--- config.mk ---
export PLATFORM = sky130hd
export DESIGN_NAME = pixel_store
export DESIGN_NICKNAME = d
export VERILOG_FILES = /design/src/rtl/pixel_store_pkg.sv /design/src/rtl/sync_fifo.sv /design/src/rtl/pixel_store.sv
export SDC_FILE = /design/constraint.sdc
export NUM_CORES = 1
export LEC_CHECK = 0
export BUFFER_PORTS_ARGS = -buffer_cell sky130_fd_sc_hd__buf_2
export CAP_MARGIN = 20
export CORE_MARGIN = 2
export CORE_UTILIZATION = 50
export DETAILED_ROUTE_END_ITERATION = 8
export GPL_TIMING_DRIVEN = 0
export PLACE_DENSITY = 0.69
export SLEW_MARGIN = 25
export SYNTH_ARGS = -nofsm -noshare
export SYNTH_HDL_FRONTEND = slang
export SYNTH_SLANG_ARGS = --single-unit
--- constraint.sdc ---
create_clock -name clk -period 11.9 [get_ports clk]
set_input_delay 1.19 -clock clk [delete_from_list [all_inputs] [get_ports clk]]
set_output_delay 1.19 -clock clk [all_outputs]
set_load 0.02 [all_outputs]
--- src/rtl/pixel_store_pkg.sv ---
// pixel_store_pkg: shared constants and types for the pixel_store write path.
//   NUM_ADDRS - number of frame-buffer words in one frame
//   ADDR_W    - default frame-buffer address width
//   channel_e - one-hot colour channel turn marker (R -> G -> B -> R)
package pixel_store_pkg;

    localparam int unsigned NUM_ADDRS = 115200;
    localparam int unsigned ADDR_W    = 17;

    typedef enum logic [2:0] {
        CH_R = 3'b001,
        CH_G = 3'b010,
        CH_B = 3'b100
    } channel_e;

endpackage

--- src/rtl/sync_fifo.sv ---
// sync_fifo: single-clock FIFO with an occupancy counter; all DEPTH entries usable.
//   clk, rst     - clock, synchronous active-high reset (empties the FIFO)
//   push, din    - write request and data; ignored while full
//   pop, dout    - read request and head word; pop ignored while empty
//   full, empty  - occupancy flags derived from level
//   level        - current number of stored words (one bit wider than the pointers)
// DEPTH must be a power of two so the pointers wrap naturally.
module sync_fifo #(
    parameter int unsigned WIDTH = 32,
    parameter int unsigned DEPTH = 8
) (
    input  logic                     clk,
    input  logic                     rst,
    input  logic                     push,
    input  logic                     pop,
    input  logic [WIDTH-1:0]         din,
    output logic [WIDTH-1:0]         dout,
    output logic                     full,
    output logic                     empty,
    output logic [$clog2(DEPTH):0]   level
);

    localparam int unsigned PW = $clog2(DEPTH);

    logic [WIDTH-1:0] storage [DEPTH];
    logic [PW-1:0]    wr_ptr;
    logic [PW-1:0]    rd_ptr;
    logic             do_push;
    logic             do_pop;

    assign do_push = push & ~full;
    assign do_pop  = pop & ~empty;

    assign full  = (level == (PW + 1)'(DEPTH));
    assign empty = (level == '0);

    // Head is read straight out of the register array, so dout never depends on din.
    assign dout = storage[rd_ptr];

    always_ff @(posedge clk) begin
        if (rst) begin
            wr_ptr <= '0;
            rd_ptr <= '0;
            level  <= '0;
        end else begin
            if (do_push) wr_ptr <= wr_ptr + 1'b1;
            if (do_pop)  rd_ptr <= rd_ptr + 1'b1;
            case ({do_push, do_pop})
                2'b10:   level <= level + 1'b1;
                2'b01:   level <= level - 1'b1;
                default: level <= level;
            endcase
        end
    end

    always_ff @(posedge clk) begin
        if (do_push) storage[wr_ptr] <= din;
    end

endmodule

--- src/rtl/pixel_store.sv ---
// pixel_store: collects R, G, B words in strict rotation and writes them to frame
// memory at a sequential address that wraps once per frame.
//   clk, rst              - clock, synchronous active-high reset
//   in_data               - word shared by the three colour producers
//   r/g/b_rts, r/g/b_rtr  - per-channel handshake; only the channel whose turn it is
//                           sees rtr, out-of-turn producers simply wait
//   mem_data, mem_addr    - FIFO head and frame address of the pending write
//   mem_rts, mem_rtr      - memory write handshake
//   frame_done            - one-cycle pulse after the last address of a frame is written
//   level                 - FIFO occupancy
module pixel_store #(
    parameter int unsigned NUM_ADDRS = pixel_store_pkg::NUM_ADDRS,
    parameter int unsigned DEPTH     = 8,
    parameter int unsigned AW        = pixel_store_pkg::ADDR_W
) (
    input  logic                   clk,
    input  logic                   rst,
    input  logic [31:0]            in_data,
    input  logic                   r_rts,
    output logic                   r_rtr,
    input  logic                   g_rts,
    output logic                   g_rtr,
    input  logic                   b_rts,
    output logic                   b_rtr,
    output logic [31:0]            mem_data,
    output logic [AW-1:0]          mem_addr,
    output logic                   mem_rts,
    input  logic                   mem_rtr,
    output logic                   frame_done,
    output logic [$clog2(DEPTH):0] level
);

    import pixel_store_pkg::*;

    localparam logic [AW-1:0] LAST_ADDR = AW'(NUM_ADDRS - 1);

    channel_e      state;
    logic          full;
    logic          empty;
    logic          can_take;
    logic          r_xfc;
    logic          g_xfc;
    logic          b_xfc;
    logic          push;
    logic          mem_xfc;
    logic [AW-1:0] wr_ptr;

    // Ready depends only on registered state, the FIFO level and reset: no rts -> rtr path.
    assign can_take = ~full & ~rst;
    assign r_rtr    = (state == CH_R) & can_take;
    assign g_rtr    = (state == CH_G) & can_take;
    assign b_rtr    = (state == CH_B) & can_take;

    assign r_xfc = r_rts & r_rtr;
    assign g_xfc = g_rts & g_rtr;
    assign b_xfc = b_rts & b_rtr;
    assign push  = r_xfc | g_xfc | b_xfc;

    assign mem_rts  = ~empty;
    assign mem_xfc  = mem_rts & mem_rtr;
    assign mem_addr = wr_ptr;

    // Channel rotation: at most one xfc can fire since only one rtr is ever high.
    always_ff @(posedge clk) begin
        if (rst) begin
            state <= CH_R;
        end else if (r_xfc) begin
            state <= CH_G;
        end else if (g_xfc) begin
            state <= CH_B;
        end else if (b_xfc) begin
            state <= CH_R;
        end
    end

    // Write address advances only on an accepted write, so it holds during a stall.
    always_ff @(posedge clk) begin
        if (rst) begin
            wr_ptr     <= '0;
            frame_done <= 1'b0;
        end else begin
            frame_done <= mem_xfc & (wr_ptr == LAST_ADDR);
            if (mem_xfc) begin
                wr_ptr <= (wr_ptr == LAST_ADDR) ? '0 : wr_ptr + 1'b1;
            end
        end
    end

    sync_fifo #(
        .WIDTH (32),
        .DEPTH (DEPTH)
    ) u_fifo (
        .clk   (clk),
        .rst   (rst),
        .push  (push),
        .pop   (mem_xfc),
        .din   (in_data),
        .dout  (mem_data),
        .full  (full),
        .empty (empty),
        .level (level)
    );

endmodule

; ---- Word-level counts from Yosys, hierarchy flattened
; Memories as Yosys holds them, arrays and structs flattened. A register that Yosys moved wholly into a read port is not among the register bits.
; Cells that the tools add are included.
[classes]
add_sub_neg = 5
mul = 0
div = 0
n_lt_le_gt_ge = 0
n_eq_ne = 7
shift = 0
muxes = 9
n_bitwise = 16
n_reduce_logical = 5
[ops]
columns = op, count
row1 = 17-bit by 1-bit adder with 17-bit output (second input constant), 1
row2 = 17-bit equality test (second input constant), 1
row3 = 17-bit two-way mux, 1
row4 = 3-bit two-way mux, 4
row5 = 1-bit bitwise AND, 11
row6 = 4-bit case mux with 2 select lines, 1
row7 = 3-bit by 1-bit adder with 3-bit output (second input constant), 2
row8 = 4-bit by 1-bit adder with 4-bit output (second input constant), 1
row9 = 4-bit equality test (second input constant), 1
row10 = 4-bit zero test, 1
row11 = 2-bit nonzero test, 2
row12 = 4-bit by 1-bit subtractor with 4-bit output (second input constant), 1
row13 = 3-bit by 1-bit equality test with 1-bit output (second input constant), 1
row14 = 3-bit by 2-bit equality test with 1-bit output (second input constant), 1
row15 = 3-bit equality test (second input constant), 1
row16 = 1-bit NOT, 3
row17 = 3-bit nonzero test, 1
row18 = 2-bit by 1-bit equality test with 1-bit output (second input constant), 1
row19 = 2-bit equality test (second input constant), 1
row20 = 1-bit two-way mux, 2
row21 = 2-bit two-way mux, 1
row22 = 1-bit OR, 2
row23 = 2-bit OR reduction, 1
[word_totals]
register_bits = 31
latchBits = 0
ramBits = 256
rom_bits = 0
input_bits = 38
mem_count = 1
[memory_table]
columns = memory, depth, word_bits, rd, rd_clocked_by_memory_dff, write_ports, line_no
row1 = u_fifo.storage, 8, 32, 1, 1, 1, sync_fifo.sv:25  ; logic [WIDTH-1:0] storage [DEPTH];

; ---- Logic depth before layout (Yosys ltp)
; Gate-level depths: netlist of run 1.
[logic_depth]
word_depth = 10
ltp_mapped = 12
ltp_nobuf = 10

; ---- By module
; Synthesis of run 1 repeated with hierarchy kept, for this count alone.
[unflattened]
cells_unflattened = 561
hier_area_um2 = 11441.0
[modules_own_cells]
columns = mod, instances, cells_each, area_per_inst_um2, seq_area_each_um2
row1 = sync_fifo, 1, 445, 10436.3, 7947.6
row2 = pixel_store, 1, 116, 1004.7, 420.4

; ---- Worst setup path before layout of run 1
; No wires, ideal clock.
[synth_timing]
path_type = input to register
start = input port g_rts
end = memory u_fifo.storage[0][0], enable pin
arrival_time_ps = 4133
t_required_ps = 11439
setup_slack_ps = 7306
cell_stages = 4
path_buffers = 0
cell_sequence = nor4bb_1 > o311a_1 > nand2b_1 > nor3_1
[synth_between]
elab_chain_len = 6
[synth_rtl]
columns = item, line_no
row1 = "start, declared", pixel_store.sv:21  ; input logic g_rts,
row2 = 1-bit bitwise AND, pixel_store.sv:55  ; assign g_xfc = g_rts & g_rtr;
row3 = 1-bit OR (2 in series), pixel_store.sv:57  ; assign push = r_xfc | g_xfc | b_xfc;
row4 = 1-bit bitwise AND, sync_fifo.sv:31  ; assign do_push = push & ~full;
row5 = 1-bit two-way mux, sync_fifo.sv:57  ; if (do_push) storage[wr_ptr] <= din;
row6 = 1-bit two-way mux (implied by the code), sync_fifo.sv:57
row7 = "end, declared", sync_fifo.sv:25
; No other way between the ends.

==> run_results.csv, run 1 <==
group,metric,value,unit
critical_path,path_cells,"clkbuf_1 > clkbuf_1 > mux4_2 > mux2_2 > buf_2",
place,io_buffers,95,
finish,final_net_count,758,
clock_tree,clockBufferDepth,3,
drt,drt-pass1-iter-count,5,
clock_tree,ctsHoldBuffers,0,
die,die_h,153.9,um
yosys,yosysSeqAreaShare,74.46,%
drt,drc,0,
clock_tree,cts_tree,"yes",
yosys,synth_top_cells_by_area,"edfxtp_1, mux4_2, dfxtp_1",
min_path,hp-class,"flip-flop to flip-flop",
die,fp.coreArea,21960,um2
clock_tree,clkSinkCount,290,
yosys,synthDistinctLibCells,47,
global_routing,grt_max_degree,17,
timing,fin_crit_sh,34.12,%
drt,post_drt_wl_per_cell,21.94,um
global_routing,grt_antenna_before_repair,4,
critical_path,cpMaxStageDelayCell,"clkbuf_1",
power,p_leak,4.389,nW
die,boundaryPins,96,
timing,finalHoldViolations,0,
place,routabilityCongestion,0.7881,
yosys,synth_area,11240,um2
global_routing,grt_remaining_overflow,0,
yosys,synth-edff-count,256,
finish,area_growth,18.83,%
clock_tree,cts-buffers-inserted,28,
critical_path,cp-end-kind,"primary output",
power,powerDensity,185.0,nW/um2
status,status,"finished clean",
job,cap_violations,0,
yosys,netlist_top_cells_count,"edfxtp_1, mux4_2, dfxtp_1",
drt,drt_iter0_drc,333,
critical_path,crit_path_max_fanout,10,
critical_path,slowest_delay,0.67,ns
finish,final_layout_size_suffix_gt1_share,36.61,%
timing,max_freq,246.3,MHz
timing,skew,0.01233,ns
drt,vias_per_cell,5.725,
clock_tree,clockRootBuffer,"clkbuf_16",
die,initial_core_util,51.18,%
timing,worst_slew_pin_slew,0.9155,ns
drt,wl,22.27,mm
clock_tree,cts.clk_slew.worst_paths,0.06,ns
yosys,async_flop_share,0,%
critical_path,startpoint_type,"flip-flop",
drt,vias,5811,
yosys,yosys_warnings,0,
yosys,yosysMostFrequentCell,"edfxtp_1",
clock_tree,cts.repair.resized,0,
die,dieArea,23690,um2
timing,finalMaxSlewViolations,0,
critical_path,worstPathRequired,10.71,ns
critical_path,crit_type,"flip-flop to primary output",
place,dp_hpwl,14.51,mm
timing,tns,0,ns
finish,num-fill-cells,1552,
yosys,ys.flop_type,"edfxtp_1",
timing,slew_headroom,38.41,%
yosys,yosysTopAreaCell,"edfxtp_1",
yosys,synthCells,567,
timing,whs,0.4792,ns
clock_tree,worstSkewPairLatency,0.53,ns
die,num_rows,54,
timing,period_needed,4.060,ns
critical_path,crit_top_cell,"clkbuf_1",
drt,final_antenna_net_count,0,
yosys,yosys_register_bits,290,
critical_path,arrival,2.87,ns
timing,setup_violations,0,
timing,rsz0062_at_grt,"false",
yosys,syn_avg_cell_area,19.82,um2
global_routing,grt_pass1_vias,6099,
clock_tree,cts_setup_buffers,0,
clock_tree,htreeDepth,1,
global_routing,grtUsageTotal,19.11,%
power,ir_drop,0.1131,mV
yosys,synth_nets,611,
die,die_w,153.9,um
yosys,synth_top_area_share,68.40,%
global_routing,grt_pass1_wl,34.42,mm
metrics by stage:
| step | instances | utilization, % | total power (W) | cell area [um2] | setup WS (ns) |
|---|---|---|---|---|---|
| after floorplan | 567 | - | 0.001558 | 11240 | 7.306 |
| after global placement | 942 | 54.94 | 0.001686 | 12060 | 4.903 |
| after detailed placement | 964 | 57.09 | 0.001707 | 12540 | 8.250 |
| after CTS | 1012 | 60.78 | 0.002499 | 13350 | 7.800 |
| after global routing | 1014 | 60.80 | 0.002575 | 13350 | 7.702 |
| final | 1015 | 60.81 | 0.002470 | 13350 | 7.840 |
final timing paths:
path,start,end,slack (ns),depth (start not counted)
max,flip-flop,mem_data[22],7.84,5
min,u_fifo.rd_ptr[1],flip-flop,0.48,2
max reg2reg,u_fifo.level[1],u_fifo.level[2],8.78,11
min reg2reg,u_fifo.rd_ptr[1],flip-flop,0.48,2
critical path: cells and delay by family (launching register included):
kind | cells | cell delay (ns)
buf+inv | 3 | 1.32
flops | 1 | 0.31
mux | 2 | 0.70
metal layers:
layer	vias to the layer above	track usage [%]	share of wire, %	routed length, um
met5	-	0	0.049	11
met4	2	4.717	1.5	325
met3	31	3.861	6.4	1416
met2	172	32.95	50	11170
met1	2983	25.25	42	9343
li1	2623	-	-	-
cells by family (layout without fill, tap and decap cells):
kind of cell | Yosys count | count (layout) | synth area share (%)
AOI/OAI and AO/OA | 30 | 30 | 1.692
xor gates and xnor gates | 16 | 16 | 1.247
adders and majority gates | 6 | 6 | 0.6680
buffers and inverters | 34 | 199 | 1.314
DFF | 290 | 290 | 74.46
muxes | 99 | 99 | 16.31
other | 0 | 3 | 0
and+or+nand+nor | 92 | 92 | 4.309
cells in the final DEF (no fill, tap or decap), drive strengths merged, types with 2 or more instances in the layout:
cell type,n
or4,4
o21ai,7
a211oi,2
or3,4
diode,3
and2,2
dfxtp,34
clkbuf,47
nor3,7
clkinv,15
nand2b,4
nor4,6
mux2,33
buf,128
nor4bb,3
mux4,64
nand2,15
xnor2,8
a21oi,11
nand4,6
inv,8
mux2i,2
nand4b,2
xor2,8
nor2,28
ha,6
nand3,6
edfxtp,256
flip-flops by register name (all words and copies together) (netlist names), named ones only:
signal / flops
mem_addr: 17
state: 3
u_fifo.storage: 256
frame_done: 1
u_fifo.level: 4
u_fifo.rd_ptr: 3
u_fifo.wr_ptr: 3
cell type report:
type,instances,area (um2),share of cell area [%]
Sequential cell,290,8368,62.66
Multi-Input combinational cell,243,2778,20.80
Timing Repair Buffer,117,892.1,6.680
Clock buffer,32,737.0,5.519
Tap cell,280,350.3,2.623
Buffer,26,117.6,0.8807
Clock inverter,16,73.82,0.5528
Inverter,8,30.03,0.2249
Antenna cell,3,7.507,0.05622
report_power, final:
group	leakage, nW	internal, W	switching [W]
Sequential	2.58	0.00113	0.0000156
Clock	0.397	0.000439	0.000353
Combinational	1.41	0.000252	0.000278
Total	4.39	0.00182	0.000647
No activity file was read; power rests on OpenSTA's default activity.
==> inputs of run 2 (changes only) <==
--- a/config.mk
+++ b/config.mk
@@ -11,7 +11,7 @@
 export CORE_UTILIZATION = 50
 export DETAILED_ROUTE_END_ITERATION = 8
 export GPL_TIMING_DRIVEN = 0
-export PLACE_DENSITY = 0.69
+export PLACE_DENSITY = 0.71
 export SLEW_MARGIN = 25
 export SYNTH_ARGS = -nofsm -noshare
 export SYNTH_HDL_FRONTEND = slang
==> constraint.sdc (replaced) <==
create_clock -name clk -period 3.5 [get_ports clk]
set_input_delay 0.35 -clock clk [delete_from_list [all_inputs] [get_ports clk]]
set_output_delay 0.35 -clock clk [all_outputs]
set_load 0.02 [all_outputs]
==> run 2 against run 1 <==
Against the previous run:
- clock power rose to 3.5 times the previous value
- first-iteration DRC count up 16%
- register-to-register slack worse by 8.4 ns
- cell area down 0.93%
- clock skew up 0.00066 ns
- setup slack worse by 7.5 ns
- sequential power rose to 3.4 times the previous value
- largest cell class unchanged
- global-route usage down 0.58 points
==> run_results.csv, run 2 (synthesized netlist as in run 1, its figures left out) <==
group,metric,value,unit
timing,finalHoldViolations,0,
critical_path,startpoint_type,"flip-flop",
timing,worst_slew_pin_slew,0.8915,ns
timing,finalMaxSlewViolations,0,
clock_tree,cts.repair.resized,0,
die,num_rows,54,
timing,skew,0.01299,ns
drt,drt-pass1-iter-count,4,
finish,area_growth,17.72,%
timing,whs,0.03685,ns
timing,tns,0,ns
critical_path,arrival,2.82,ns
finish,final_core_util,60.25,%
global_routing,grt_remaining_overflow,0,
drt,m1WireLength,9.204,mm
place,io_buffers,95,
die,initial_core_util,51.18,%
drt,final_antenna_net_count,0,
finish,largest_reg_flops,256,
power,power_switching_share,25.89,%
clock_tree,cts_tree,"yes",
global_routing,grt_pass1_vias,6022,
drt,vias,5762,
min_path,hp-class,"input port to flip-flop",
timing,timing.final.ws_setup,0.3311,ns
finish,regMostFlops,"u_fifo.storage",
drt,met2_length,10.97,mm
power,powerDensity,639.9,nW/um2
job,cap_violations,0,
finish,final_net_count,749,
power,comb_power_share,21.1,%
place,post-place-cells,955,
timing,setup_violations,0,
drt,top_layer_used,"met5",
timing,period_needed,3.169,ns
clock_tree,worstSkewPairLatency,0.54,ns
drt,vias_per_cell,5.728,
die,fp.coreArea,21960,um2
power,share_seq_of_total_power,46.1,%
power,clkPwrFrac,32.8,%
die,boundaryPins,96,
clock_tree,clockBufferDepth,3,
clock_tree,cts_setup_buffers,0,
place,pre_cts_ws,0.4093,ns
global_routing,grtUsageTotal,18.53,%
critical_path,crit_path_max_fanout,10,
drt,post_drt_wl_per_cell,21.50,um
die,die_w,153.9,um
power,p_leak,4.320,nW
die,dieArea,23690,um2
timing,max_freq,315.6,MHz
power,ir_drop,0.3576,mV
timing,slew_headroom,40.02,%
critical_path,worstPathRequired,3.15,ns
finish,layoutNonFillerInstCount,1006,
clock_tree,ctsHoldBuffers,0,
timing,fin_crit_sh,90.54,%
place,dp_hpwl,13.87,mm
drt,drt_iter0_drc,386,
place,routabilityCongestion,0.7869,
drt,drc,0,
critical_path,cp-end-kind,"primary output",
drt,wl,21.63,mm
finish,num-fill-cells,1545,
critical_path,crit_type,"flip-flop to primary output",
clock_tree,clockRootBuffer,"clkbuf_16",
global_routing,grt_antenna_before_repair,2,
finish,final_layout_size_suffix_gt1_share,36.46,%
finish,layout_commonest_cell,"edfxtp_1",
clock_tree,cts.clk_slew.worst_paths,0.06,ns
clock_tree,htreeDepth,1,
drt,wl_met3,1.135,mm
global_routing,grt_pass1_wl,33.60,mm
die,die_h,153.9,um
power,p_int,0.006274,W
clock_tree,cts-buffers-inserted,28,
global_routing,grt_max_degree,19,
power,switching_power,0.002192,W
clock_tree,clkSinkCount,290,
finish,layout_common_cells,"edfxtp_1, buf_2, mux4_2, dfxtp_1, mux2_2",
timing,rsz0062_at_grt,"false",
status,status,"finished clean",
==> run 2: cell count changes in the layout (fill, tap and decap cells not counted), moves of 4 or more <==
cell | previous run | this run
buf_16 | 12 | 5
buf_4 | 8 | 1
buf_8 | 0 | 7
clkinv_1 | 11 | 6
clkinv_2 | 4 | 8
==> run 2: area by class of cell <==
class	instances	area, um2	share of cell area (%)
Antenna cell	2	5.005	0.03783
Buffer	26	117.6	0.8890
Clock buffer	33	740.7	5.599
Clock inverter	16	98.84	0.7471
Inverter	8	30.03	0.2270
Multi-Input combinational cell	243	2790	21.09
Sequential cell	290	8368	63.25
Tap cell	280	350.3	2.648
Timing Repair Buffer	108	729.5	5.514
==> run 2: power groups by stage <==
stage	clock network, W	registers (W)	logic [W]
detailed placement	0	0.00397	0.00182
floorplan	0	0.00399	0.00131
global route	0.00294	0.00391	0.00194
global placement	0	0.00397	0.00176
CTS	0.00282	0.00390	0.00183
finish	0.00277	0.00390	0.00179
==> run 2: path summary, 6_finish.rpt <==
check,start,endpoint,slack [ns],cells past startpoint
max,flip-flop,mem_data[1],0.33,5
min,b_rts,state[2],0.04,2
max reg2reg,u_fifo.level[1],u_fifo.level[2],0.39,11
min reg2reg,u_fifo.rd_ptr[1],u_fifo.rd_ptr[1],0.49,2
==> run 2: through the flow <==
| stage | power [W] | instance area, um2 |
|---|---|---|
| after floorplan | 0.005297 | 11250 |
| after global placement | 0.005732 | 12070 |
| after detailed placement | 0.005795 | 12390 |
| after CTS | 0.008548 | 13230 |
| after global routing | 0.008790 | 13230 |
| final | 0.008466 | 13230 |
==> run 2: critical path, cell delays in order (launching register included) <==
cell and delay [ns]:
dfxtp_1 0.31, clkbuf_1 0.47, buf_2 0.47, mux4_2 0.56
mux2_2 0.31, buf_2 0.17
==> run 2: per-layer routing <==
layer / vias up / track usage, %
met5: - / 0
met4: 2 / 3.827
met3: 31 / 3.495
met2: 156 / 32.15
met1: 2969 / 24.81
li1: 2604 / -
==> inputs of run 3 (changes only) <==
--- a/config.mk
+++ b/config.mk
@@ -11,7 +11,7 @@
 export CORE_UTILIZATION = 50
 export DETAILED_ROUTE_END_ITERATION = 8
 export GPL_TIMING_DRIVEN = 0
-export PLACE_DENSITY = 0.71
+export PLACE_DENSITY = 0.69
 export SLEW_MARGIN = 25
 export SYNTH_ARGS = -nofsm -noshare
 export SYNTH_HDL_FRONTEND = slang
==> constraint.sdc (replaced) <==
create_clock -name clk -period 3.21 [get_ports clk]
set_input_delay 0.321 -clock clk [delete_from_list [all_inputs] [get_ports clk]]
set_output_delay 0.321 -clock clk [all_outputs]
set_load 0.02 [all_outputs]
==> run 3 against run 2 <==
Against the previous run:
- worst hold slack better by 0.0077 ns
- clock-buffer cell count rose by 8
- global-route usage rose by 0.54 points
- die area unchanged
- power grew 13%
- clock skew down 0.0018 ns
- sequential share of layout area shrank 0.82 points
- register-to-register slack worse by 0.07 ns
- sequential power up 10%
- sequential cell count unchanged
- cell count is 0.40% higher
- critical path depth is the same
- critical path type unchanged
- critical endpoint is now mem_data[9]
==> run_results.csv, run 3 (synthesized netlist as in run 1, its figures left out) <==
group,metric,value,unit
status,status,"finished clean",
critical_path,cp-end-kind,"primary output",
timing,tns,0,ns
timing,period_needed,3.062,ns
critical_path,worstPathRequired,2.89,ns
clock_tree,htreeDepth,1,
critical_path,crit_type,"flip-flop to primary output",
die,fp.coreArea,21960,um2
global_routing,grt_max_degree,19,
clock_tree,clkSinkCount,290,
die,die_h,153.9,um
finish,final_core_util,61.04,%
global_routing,grt_pass1_wl,34.31,mm
drt,post_drt_wl_per_cell,21.97,um
finish,largest_reg_flops,256,
global_routing,grt_antenna_before_repair,2,
timing,finalHoldViolations,0,
timing,fin_crit_sh,95.39,%
timing,rsz0062_at_grt,"false",
timing,finalMaxSlewViolations,0,
power,power.total,0.009560,W
global_routing,grt_remaining_overflow,0,
finish,layout_common_cells,"edfxtp_1, buf_2, mux4_2, dfxtp_1, mux2_2",
power,powerDensity,713.2,nW/um2
place,routabilityCongestion,0.7857,
finish,regMostFlops,"u_fifo.storage",
drt,final_antenna_net_count,0,
power,ir_drop,0.4055,mV
finish,layout_commonest_cell,"edfxtp_1",
timing,setup_violations,0,
die,num_rows,54,
critical_path,crit_path_max_fanout,10,
timing,slew_headroom,43.20,%
clock_tree,cts_setup_buffers,0,
drt,drc,0,
critical_path,startpoint_type,"flip-flop",
drt,vias,5785,
power,p_leak,4.411,nW
die,initial_core_util,51.18,%
clock_tree,cts_tree,"yes",
die,die_w,153.9,um
critical_path,arrival,2.74,ns
finish,layoutNonFillerInstCount,1010,
finish,area_growth,19.27,%
finish,final_net_count,752,
global_routing,grt_pass1_vias,6058,
clock_tree,worstSkewPairLatency,0.54,ns
drt,wl,22.19,mm
place,post-place-cells,956,
drt,vias_per_cell,5.728,
finish,final_layout_size_suffix_gt1_share,37.31,%
drt,drt-pass1-iter-count,4,
clock_tree,cts-buffers-inserted,30,
global_routing,grtUsageTotal,19.06,%
drt,drt_iter0_drc,490,
min_path,hp-class,"input port to flip-flop",
place,io_buffers,95,
place,dp_hpwl,13.93,mm
timing,timing.final.ws_setup,0.1481,ns
timing,skew,0.01121,ns
clock_tree,cts.clk_slew.worst_paths,0.06,ns
timing,worst_slew_pin_slew,0.8442,ns
clock_tree,clockBufferDepth,3,
die,dieArea,23690,um2
clock_tree,clockRootBuffer,"clkbuf_16",
job,cap_violations,0,
place,pre_cts_ws,0.1773,ns
die,boundaryPins,96,
timing,max_freq,326.6,MHz
## run 3: what timing repair did
action | 4_1_cts | 5_1_grt
endpoints found under the setup margin | 22 | 23
hold buffers | 1 | 0
gates resized for setup | 3 | 9
hold endpoints to repair | 1 | 0
## run 3: metrics by stage
step,hold WS (ns),instance area (um2)
after floorplan,0.4196,11250
after global placement,0.4804,12070
after detailed placement,0.4831,12420
after CTS,0.02440,13390
after global routing,0.04228,13400
final,0.04456,13400
## run 3: layer usage
| layer | GRT usage [%] | routed length, um | vias to the layer above |
|---|---|---|---|
| met3 | 3.016 | 891 | 35 |
| met2 | 32.90 | 11320 | 151 |
| met1 | 25.73 | 9580 | 2995 |
| met4 | 4.806 | 387 | 2 |
| met5 | 0 | 12 | - |
| li1 | - | - | 2602 |
## run 3: critical path, stage by stage, from the launching register on
cell	delay, ns
dfxtp_1	0.30
clkbuf_1	0.44
clkbuf_1	0.57
mux4_2	0.41
mux2_2	0.30
buf_2	0.16
## run 3: cell type report
class,count,area (um2)
clock inverter,12,105.1
clock buffer,41,853.3
inverter,8,30.03
tap,280,350.3
multi-input combinational,243,2798
buffer,25,125.1
sequential,290,8368
fill,1562,8554
antenna,1,2.502
timing repair buffer,110,772.0
## run 3: worst paths after layout
path	startpoint	depth (start not counted)	slack [ns]	endpoint
worst max-delay path	flip-flop	5	0.15	mem_data[9]
worst min-delay path	in_data[7]	1	0.04	u_fifo.storage[1][7]
worst max register to register	state[0]	7	0.32	u_fifo.storage[0][22]
worst min register to register	u_fifo.rd_ptr[1]	2	0.51	u_fifo.rd_ptr[1]
## run 3: power by group
group / internal [W] / leakage (nW) / switching (W)
logic: 0.000941 / 1.36 / 0.000998
registers: 0.00420 / 2.58 / 0.0000875
clock network: 0.00200 / 0.467 / 0.00134
total: 0.00714 / 4.41 / 0.00242
